===== config.mk =====
export PLATFORM = sky130hd
export DESIGN_NAME = mem_wb_load
export DESIGN_NICKNAME = d
export VERILOG_FILES = /design/src/rtl/mem_wb_load.sv
export SDC_FILE = /design/constraint.sdc
export NUM_CORES = 1
export LEC_CHECK = 0
export CAP_MARGIN = 15
export CORE_AREA = 5 5 105 107
export CTS_CLUSTER_SIZE = 8
export DETAILED_ROUTE_END_ITERATION = 8
export DIE_AREA = 0 0 110 112
export GPL_TIMING_DRIVEN = 0
export MAX_ROUTING_LAYER = met4
export PLACE_DENSITY = 0.94
export SYNTH_ARGS = -nofsm -noshare
export SYNTH_HDL_FRONTEND = slang
export SYNTH_SLANG_ARGS = --single-unit

===== constraint.sdc =====
create_clock -name clk -period 10.2 [get_ports clk]
set_clock_uncertainty 0.05 [all_clocks]
set_input_delay 3.06 -clock clk [delete_from_list [all_inputs] [get_ports clk]]
set_output_delay 3.06 -clock clk [all_outputs]
set_load 0.05 [all_outputs]

===== src/rtl/mem_wb_load.sv =====
// ---------------------------------------------------------------------------
// mem_wb_load
//   MEM->WB stage, read side of the data-memory path. Loads issue a level
//   read request to data memory and hold the pipeline (o_stall) until
//   i_dm_rvalid returns. The returned word is aligned and sign/zero-extended,
//   then registered into WB together with the latched rd and enables.
//   Non-loads pass i_alu_out_MEM into WB in one cycle. The WB data output
//   also feeds the WB->EX forwarding path.
//
// Parameters
//   TIMEOUT        WAIT cycles before a pending load is aborted (0 = never)
//
// Ports
//   clk, rst             clock; asynchronous active-high reset
//   i_mem_valid          MEM stage holds a valid instruction
//   i_is_load_MEM[2:0]   000 none,001 LW,010 LH,011 LB,100 LHU,101 LBU,
//                        110 FLW,111 reserved (treated as none)
//   i_alu_out_MEM[31:0]  load byte address, or result for non-loads
//   i_rd_addr_MEM[5:0]   destination register ([5] selects FP file)
//   i_wb_en_MEM          integer writeback enable
//   i_fwb_en_MEM         FP writeback enable
//   o_dm_req             DM read request, held until i_dm_rvalid
//   o_dm_addr[31:0]      DM word address
//   i_dm_rdata[31:0]     DM read data, qualified by i_dm_rvalid
//   i_dm_rvalid          DM read data valid (single-cycle pulse)
//   o_stall              freeze IF..MEM this cycle
//   o_wb_data_WB[31:0]   WB write data / WB forward value
//   o_rd_addr_WB[5:0]    WB destination register
//   o_wb_en_WB           integer writeback strobe
//   o_fwb_en_WB          FP writeback strobe
//   o_load_err           single-cycle pulse on misaligned load or timeout
// ---------------------------------------------------------------------------
module mem_wb_load #(
   parameter int unsigned TIMEOUT = 255
) (
   input  logic        clk,
   input  logic        rst,
   input  logic        i_mem_valid,
   input  logic [2:0]  i_is_load_MEM,
   input  logic [31:0] i_alu_out_MEM,
   input  logic [5:0]  i_rd_addr_MEM,
   input  logic        i_wb_en_MEM,
   input  logic        i_fwb_en_MEM,
   output logic        o_dm_req,
   output logic [31:0] o_dm_addr,
   input  logic [31:0] i_dm_rdata,
   input  logic        i_dm_rvalid,
   output logic        o_stall,
   output logic [31:0] o_wb_data_WB,
   output logic [5:0]  o_rd_addr_WB,
   output logic        o_wb_en_WB,
   output logic        o_fwb_en_WB,
   output logic        o_load_err
);

   localparam logic [0:0] S_IDLE = 1'b0;
   localparam logic [0:0] S_WAIT = 1'b1;

   localparam logic [2:0] LD_NONE = 3'b000;
   localparam logic [2:0] LD_LW   = 3'b001;
   localparam logic [2:0] LD_LH   = 3'b010;
   localparam logic [2:0] LD_LB   = 3'b011;
   localparam logic [2:0] LD_LHU  = 3'b100;
   localparam logic [2:0] LD_LBU  = 3'b101;
   localparam logic [2:0] LD_FLW  = 3'b110;
   localparam logic [2:0] LD_RSVD = 3'b111;

   // Counter only needs to reach TIMEOUT; with TIMEOUT=0 it is a dummy bit.
   localparam int unsigned CW     = (TIMEOUT > 0) ? $clog2(TIMEOUT + 1) : 1;
   localparam logic [CW-1:0] TO_VAL = CW'(TIMEOUT);
   localparam bit         TO_EN  = (TIMEOUT != 0);

   // State
   logic [0:0]    r_state;
   logic [CW-1:0] r_cnt;

   // Load context latched at issue (MEM inputs are not trusted during WAIT)
   logic [31:2]   r_waddr;
   logic [1:0]    r_off;
   logic [2:0]    r_type;
   logic [5:0]    r_lrd;
   logic          r_lwb;
   logic          r_lfwb;

   // WB stage registers
   logic [31:0]   r_wb_data;
   logic [5:0]    r_rd;
   logic          r_wb_en;
   logic          r_fwb_en;
   logic          r_load_err;

   // Combinational decode
   logic          w_is_load;
   logic          w_misalign;
   logic          w_issue;
   logic          w_wait;
   logic          w_done;
   logic          w_timeout;
   logic [7:0]    w_byte;
   logic [15:0]   w_half;
   logic [31:0]   w_ext;

   assign w_is_load = i_mem_valid &&
                      (i_is_load_MEM != LD_NONE) && (i_is_load_MEM != LD_RSVD);

   always_comb begin
      w_misalign = 1'b0;
      case (i_is_load_MEM)
         LD_LW, LD_FLW: w_misalign = (i_alu_out_MEM[1:0] != 2'b00);
         LD_LH, LD_LHU: w_misalign = i_alu_out_MEM[0];
         default:       w_misalign = 1'b0;
      endcase
   end

   assign w_wait    = (r_state == S_WAIT);
   assign w_issue   = (r_state == S_IDLE) && w_is_load && !w_misalign;
   // Response arriving on the timeout cycle still completes the load.
   assign w_done    = w_wait && i_dm_rvalid;
   assign w_timeout = TO_EN && w_wait && (r_cnt == TO_VAL) && !i_dm_rvalid;

   // Request is combinational on the issue cycle so DM sees it one cycle
   // earlier; in WAIT the address comes from the latched copy.
   assign o_dm_req  = w_issue || w_wait;
   assign o_dm_addr = w_issue ? {i_alu_out_MEM[31:2], 2'b00} :
                      w_wait  ? {r_waddr, 2'b00} : 32'h0;
   assign o_stall   = w_issue || (w_wait && !i_dm_rvalid && !w_timeout);

   // Lane select within the returned word
   assign w_byte = i_dm_rdata[{r_off, 3'b000} +: 8];
   assign w_half = i_dm_rdata[{r_off[1], 4'b0000} +: 16];

   always_comb begin
      w_ext = i_dm_rdata;
      case (r_type)
         LD_LH:   w_ext = {{16{w_half[15]}}, w_half};
         LD_LHU:  w_ext = {16'h0, w_half};
         LD_LB:   w_ext = {{24{w_byte[7]}}, w_byte};
         LD_LBU:  w_ext = {24'h0, w_byte};
         default: w_ext = i_dm_rdata;      // LW / FLW
      endcase
   end

   always_ff @(posedge clk or posedge rst) begin
      if (rst) begin
         r_state    <= S_IDLE;
         r_cnt      <= '0;
         r_waddr    <= '0;
         r_off      <= '0;
         r_type     <= LD_NONE;
         r_lrd      <= '0;
         r_lwb      <= 1'b0;
         r_lfwb     <= 1'b0;
         r_wb_data  <= '0;
         r_rd       <= '0;
         r_wb_en    <= 1'b0;
         r_fwb_en   <= 1'b0;
         r_load_err <= 1'b0;
      end else begin
         r_load_err <= 1'b0;
         if (r_state == S_IDLE) begin
            if (w_is_load) begin
               // Loads never retire from IDLE: strobes stay low.
               r_wb_en  <= 1'b0;
               r_fwb_en <= 1'b0;
               if (w_misalign) begin
                  r_load_err <= 1'b1;
               end else begin
                  r_waddr <= i_alu_out_MEM[31:2];
                  r_off   <= i_alu_out_MEM[1:0];
                  r_type  <= i_is_load_MEM;
                  r_lrd   <= i_rd_addr_MEM;
                  // FLW targets the FP file only.
                  r_lwb   <= (i_is_load_MEM == LD_FLW) ? 1'b0 : i_wb_en_MEM;
                  r_lfwb  <= i_fwb_en_MEM;
                  r_cnt   <= '0;
                  r_state <= S_WAIT;
               end
            end else begin
               r_wb_data <= i_alu_out_MEM;
               r_rd      <= i_rd_addr_MEM;
               r_wb_en   <= i_wb_en_MEM  & i_mem_valid;
               r_fwb_en  <= i_fwb_en_MEM & i_mem_valid;
            end
         end else begin
            if (w_done) begin
               r_wb_data <= w_ext;
               r_rd      <= r_lrd;
               r_wb_en   <= r_lwb;
               r_fwb_en  <= r_lfwb;
               r_cnt     <= '0;
               r_state   <= S_IDLE;
            end else if (w_timeout) begin
               r_wb_en    <= 1'b0;
               r_fwb_en   <= 1'b0;
               r_load_err <= 1'b1;
               r_cnt      <= '0;
               r_state    <= S_IDLE;
            end else begin
               r_wb_en  <= 1'b0;
               r_fwb_en <= 1'b0;
               r_cnt    <= r_cnt + 1'b1;
            end
         end
      end
   end

   assign o_wb_data_WB = r_wb_data;
   assign o_rd_addr_WB = r_rd;
   assign o_wb_en_WB   = r_wb_en;
   assign o_fwb_en_WB  = r_fwb_en;
   assign o_load_err   = r_load_err;

endmodule


; ---- Word-level counts from Yosys, hierarchy flattened
; Index checks and enable logic that the tools add are counted.
[totals]
in_bits = 79
regBits = 93
output_inout_bits = 75
word_cells = 87
[classes]
addsub = 1
bitwise_logic = 4
eq_ne = 13
reduce_logical = 22
shifts = 2
n_mux = 32
[ops]
columns = operator, count
row1 = 2-to-1 mux 32 bit, 5
row2 = one-hot mux 32 bit (4 select lines), 1
row3 = 2-to-1 mux 8 bit, 5
row4 = indexed part select 32 x 6 -> 16 bit, 1
row5 = indexed part select 32 x 6 -> 8 bit, 1
row6 = 2-to-1 mux 6 bit, 3
row7 = 2-to-1 mux 1 bit, 17
row8 = "equality test 3 bit, second input constant", 4
row9 = "equality test 3 x 2 -> 1 bit, second input constant", 3
row10 = logical AND 1 bit, 9
row11 = "adder 8 x 1 -> 8 bit, second input constant", 1
row12 = "equality test 8 bit, second input constant", 1
row13 = "inequality test 2 bit, second input constant", 2
row14 = AND reduction 2 bit, 2
row15 = nonzero test 2 bit, 2
row16 = OR reduction 2 bit, 2
row17 = "equality test 3 x 1 -> 1 bit, second input constant", 1
row18 = zero test 1 bit, 3
row19 = "inequality test 3 bit, second input constant", 1
row20 = AND reduction 3 bit, 1
row21 = nonzero test 3 bit, 1
row22 = AND 1 bit, 2
row23 = logical OR 1 bit, 2
row24 = "inequality test 2 x 1 -> 1 bit, second input constant", 1
row25 = other kinds (2), 3

; ---- Longest topological paths before layout
[logic_depth]
word_depth = 6
depth_mapped = 7
depth_no_buf = 6

; ---- Worst setup path before layout
; Ideal clock, no wire load.
[synth_path]
kind = input to output
startpoint = input i_is_load_MEM[0]
endpoint = output o_dm_addr[8]
arrival_time_ns = 4.615
slack_ns = 2.475
n_path_buf = 0
stages = 4
required_ns = 7.090
path_cell_list = inv_1 o21ai_0 nand4_1 o21ai_0
[synth_via]
elab_chain_cells = 6
word_cells_on_any_way = 15
cone_classes = 5 x eq/ne / 2 x mux / 8 x reduce/logical
[synth_lines]
columns = item, line
row1 = from (decl), 39  ; input logic [2:0] i_is_load_MEM,
row2 = equality test 3 x 2 -> 1 bit (tied with other cells), 108  ; case (i_is_load_MEM)
row3 = OR reduction 2 bit or logical AND 1 bit (tied branches), "108, 103"
row4 = one-hot mux 1 bit (2 select lines) or logical AND 1 bit (tied branches), "108, 104"
row5 = zero test 1 bit or logical AND 1 bit (tied branches), 116  ; assign w_issue = (r_state == S_IDLE) && w_is_load && !w_misalign;
row6 = logical AND 1 bit *, 116
row7 = 2-to-1 mux 32 bit *, 124  ; assign o_dm_addr = w_issue ? {i_alu_out_MEM[31:2], 2'b00} :
row8 = to (decl), 45  ; output logic [31:0] o_dm_addr,
; Mark *: on every way between the ends. The rest lies on a longest branch, timed or not.

; ---- Worst setup path in the final report
[layout_path]
startpoint = input i_is_load_MEM[1]
endpoint = output o_dm_addr[19]
; Same word-level chain as after synthesis.

==> impl_metrics.csv <==
group,metric,value,unit
clocking,clk_pin_slew,0.09,ns
flow_run,cap_violations,0,
placed_design,gp_congestion,0.898,
synth,syn_area_per_cell,10.4,µm²
synth,synthSimpleGateAreaFrac,10.9,%
critical_path,ff2ff_path_depth,5,
synth,synth_top_family_by_area,"compound AO/OA/AOI/OAI gates",
clocking,cts_setup_buffers,0,
final_layout,fillCellCount,770,
clocking,cts-resized-gates,0,
grt,grt.total_usage,27.8,%
power,power_density,237,nW/µm²
synth,synth-async-reset-ratio,100,%
timing,tns,0,ns
die,die_x,110,µm
clocking,cts_buffers,9,
min_path,worstHoldEndpoint,"o_wb_data_WB[4]",
timing,hold_viol_final,0,
synth,netlist_area,4920,µm²
critical_path,r2r_start,"r_type[0]",
critical_path,crit_type,"primary input to primary output",
route,antenna_left,0,
grt,grt_max_degree,54,
synth,synth_top_cell_by_area,"dfrtp_1",
final_layout,layout-drive-gt1-share,12.9,%
synth,synth_seq_area_share,47.3,%
synth,synth_cell_types,48,
timing,rsz0062_at_grt,"false",
critical_path,crit_fanout,10,
final_layout,nets,718,
final_layout,num_antenna_cells,0,
placed_design,pre_cts_slack,1.16,ns
critical_path,crit_path_end_kind,"primary output",
critical_path,cp.arrival,5.96,ns
synth,synth_compound_area_share,20.2,%
synth,synth.area.top_cells,"dfrtp_1 (47%), mux2_2 (6.2%), a22o_1 (5.3%)",
grt,grt-ovfl-total,0,
clocking,cts_max_level,3,
route,dr.pass1.iters,5,
critical_path,startpoint,"i_is_load_MEM[1]",
clocking,cts_hold_buffers,0,
synth,synth_ff_type,"dfrtp_1",
final_layout,syn_to_final_growth,39.7,%
final_layout,fin_cells,779,
placed_design,dp_cells,763,
die,die_h,112,µm
synth,yosysMostFrequentCell,"dfrtp_1",
grt,first_global_vias,4830,
synth,ys_seq_elements,93,
synth,synth_enable_flop_cells,0,
timing,maxSlewViolCount,0,
synth,syn_inst,474,
clocking,insertion_delay,0.38,ns
min_path,hold_path_depth,2,
critical_path,r2r_slack,7.93,ns
die,fp-row-count,37,
timing,timing.slew.headroom,44.3,%
critical_path,critPathLaunchType,"primary input",
clocking,cts-root-buf,"clkbuf_8",
synth,yosys-top-cells-count,"dfrtp_1 (93), nand2_1 (50), nor2_1 (35)",
critical_path,cp.required,7.09,ns
min_path,hp-class,"register to register",
die,start_util,48.9,%
route,vias_per_cell,5.99,
synth,yosys_warnings,0,
route,wl,16600,µm
synth,muxShareOfSynthArea,16.1,%
run_status,status,"completed",
timing,finalCritPeriodShare,88.9,%
die,core_area,10000,µm²
power,leakage,2.83,nW
timing,setup_viol,0,
power,vdd_drop_max,0.141,mV
route,drtIter0Drc,301,
route,vias,4663,
die,dieArea,12300,µm²
timing,worst_pin_slew,0.836,ns
timing,fin_hold_ws,0.440,ns
route,wl_per_cell,21.3,µm
timing,period_needed,9.07,ns
clocking,clock_sinks,93,
clocking,cts_max_path_buffers,2,
synth,yosys.area.top_type_share,47.3,%
route,drc,0,
critical_path,r2r-end,"o_wb_data_WB[12]",
placed_design,numPortBuffers,151,
placed_design,hpwl,12400,µm
timing,fin_ws,1.13,ns
synth,synth_xor_area_share,0.713,%
timing,fmax,0.110,GHz
grt,grt_pass1_wl,25700,µm
die,ios,154,
grt,antenna_found_initial,0,
clocking,cts_tree,"built",
min_path,hold_start,"o_wb_data_WB[4]",
synth,synth_adder_area_share,0.255,%
==> state kept, by name, indices dropped and copies added, names as in the netlist <==
signal / flops
o_wb_data_WB: 32
r_waddr: 30
r_cnt: 8
o_rd_addr_WB: 6
r_lrd: 6
r_type: 3
r_off: 2
o_fwb_en_WB: 1
o_load_err: 1
o_wb_en_WB: 1
r_lfwb: 1
r_lwb: 1
r_state: 1
==> worst max path at each step <==
stage | to | depth (start not counted)
floorplan | o_dm_addr[8] | 4
global placement | o_dm_addr[19] | 8
detailed placement | o_dm_addr[19] | 8
CTS | o_dm_addr[19] | 8
global route | o_dm_addr[19] | 8
finish | o_dm_addr[19] | 8
==> where the power goes <==
group / total [mW] / leakage (nW) / internal [mW] / switching, mW
clock network: 0.289 / 0.108 / 0.151 / 0.137
registers: 0.540 / 1.11 / 0.469 / 0.0708
logic: 0.798 / 1.61 / 0.298 / 0.500
total: 1.63 / 2.83 / 0.918 / 0.709
==> layer usage <==
metal	wire (µm)	up-vias	track usage [%]
li1	-	2086	-
met5	0	-	-
met3	1400	41	5.74
met1	6550	2295	34.6
met4	534	0	12.1
met2	8080	241	43.5
==> final cells by class <==
class	instances	area [µm²]	share of cell area (%)
well taps	136	170	2.48
plain buffers	35	193	2.81
inverters	6	25.0	0.364
clock buffers	11	151	2.21
clock inverters	5	82.6	1.20
multi-input cells	341	2380	34.6
repair buffers	152	1540	22.4
flip-flops and latches	93	2330	33.9
==> kinds of logic (layout without fill, tap and decap cells) <==
logic type,Yosys count,in the layout
compound gates,145,145
xor+xnor,4,4
fa+ha+maj,1,1
buf+inv,41,209
flops,93,93
mux,67,67
other cells,1,2
simple gates,122,122
==> worst max-delay path: stages <==
cell and delay, ns:
clkdlybuf4s50_1 0.55, a211o_1 0.35, o211ai_1 0.15, nor3b_2 0.32, buf_6 0.20, buf_2 0.30, a22o_1 0.21, clkdlybuf4s50_1 0.81
==> stage by stage <==
stage | util, % | total power, mW | instance area [µm²]
2_1_floorplan | - | 1.06 | 4920
3_3_place_gp | 65.7 | 1.32 | 6600
3_5_place_dp | 66.0 | 1.34 | 6630
4_1_cts | 68.3 | 1.63 | 6870
5_1_grt | 68.3 | 1.70 | 6870
6_report | 68.3 | 1.63 | 6870
==> placed cells by master (no fill, tap or decap), types with 3 or more instances in the layout <==
master             n
o211ai_1          12
clkbuf_1          15
mux2i_1           24
dfrtp_1           93
inv_1              5
a21oi_1           26
clkinvlp_4         3
buf_4              6
nand2_1           50
a31oi_1            4
nand3b_1           3
a22o_1            30
nor3_1             5
nand2b_1           5
nor2_1            35
o22ai_1           15
xor2_1             3
o21ai_0           31
clkdlybuf4s50_1  151
clkbuf_8          11
mux2_2            27
o221ai_1          11
mux2_4            15
buf_2             10
a221oi_1           3
nand3_1           17
Note: power is estimated with default switching activity, not from simulation.
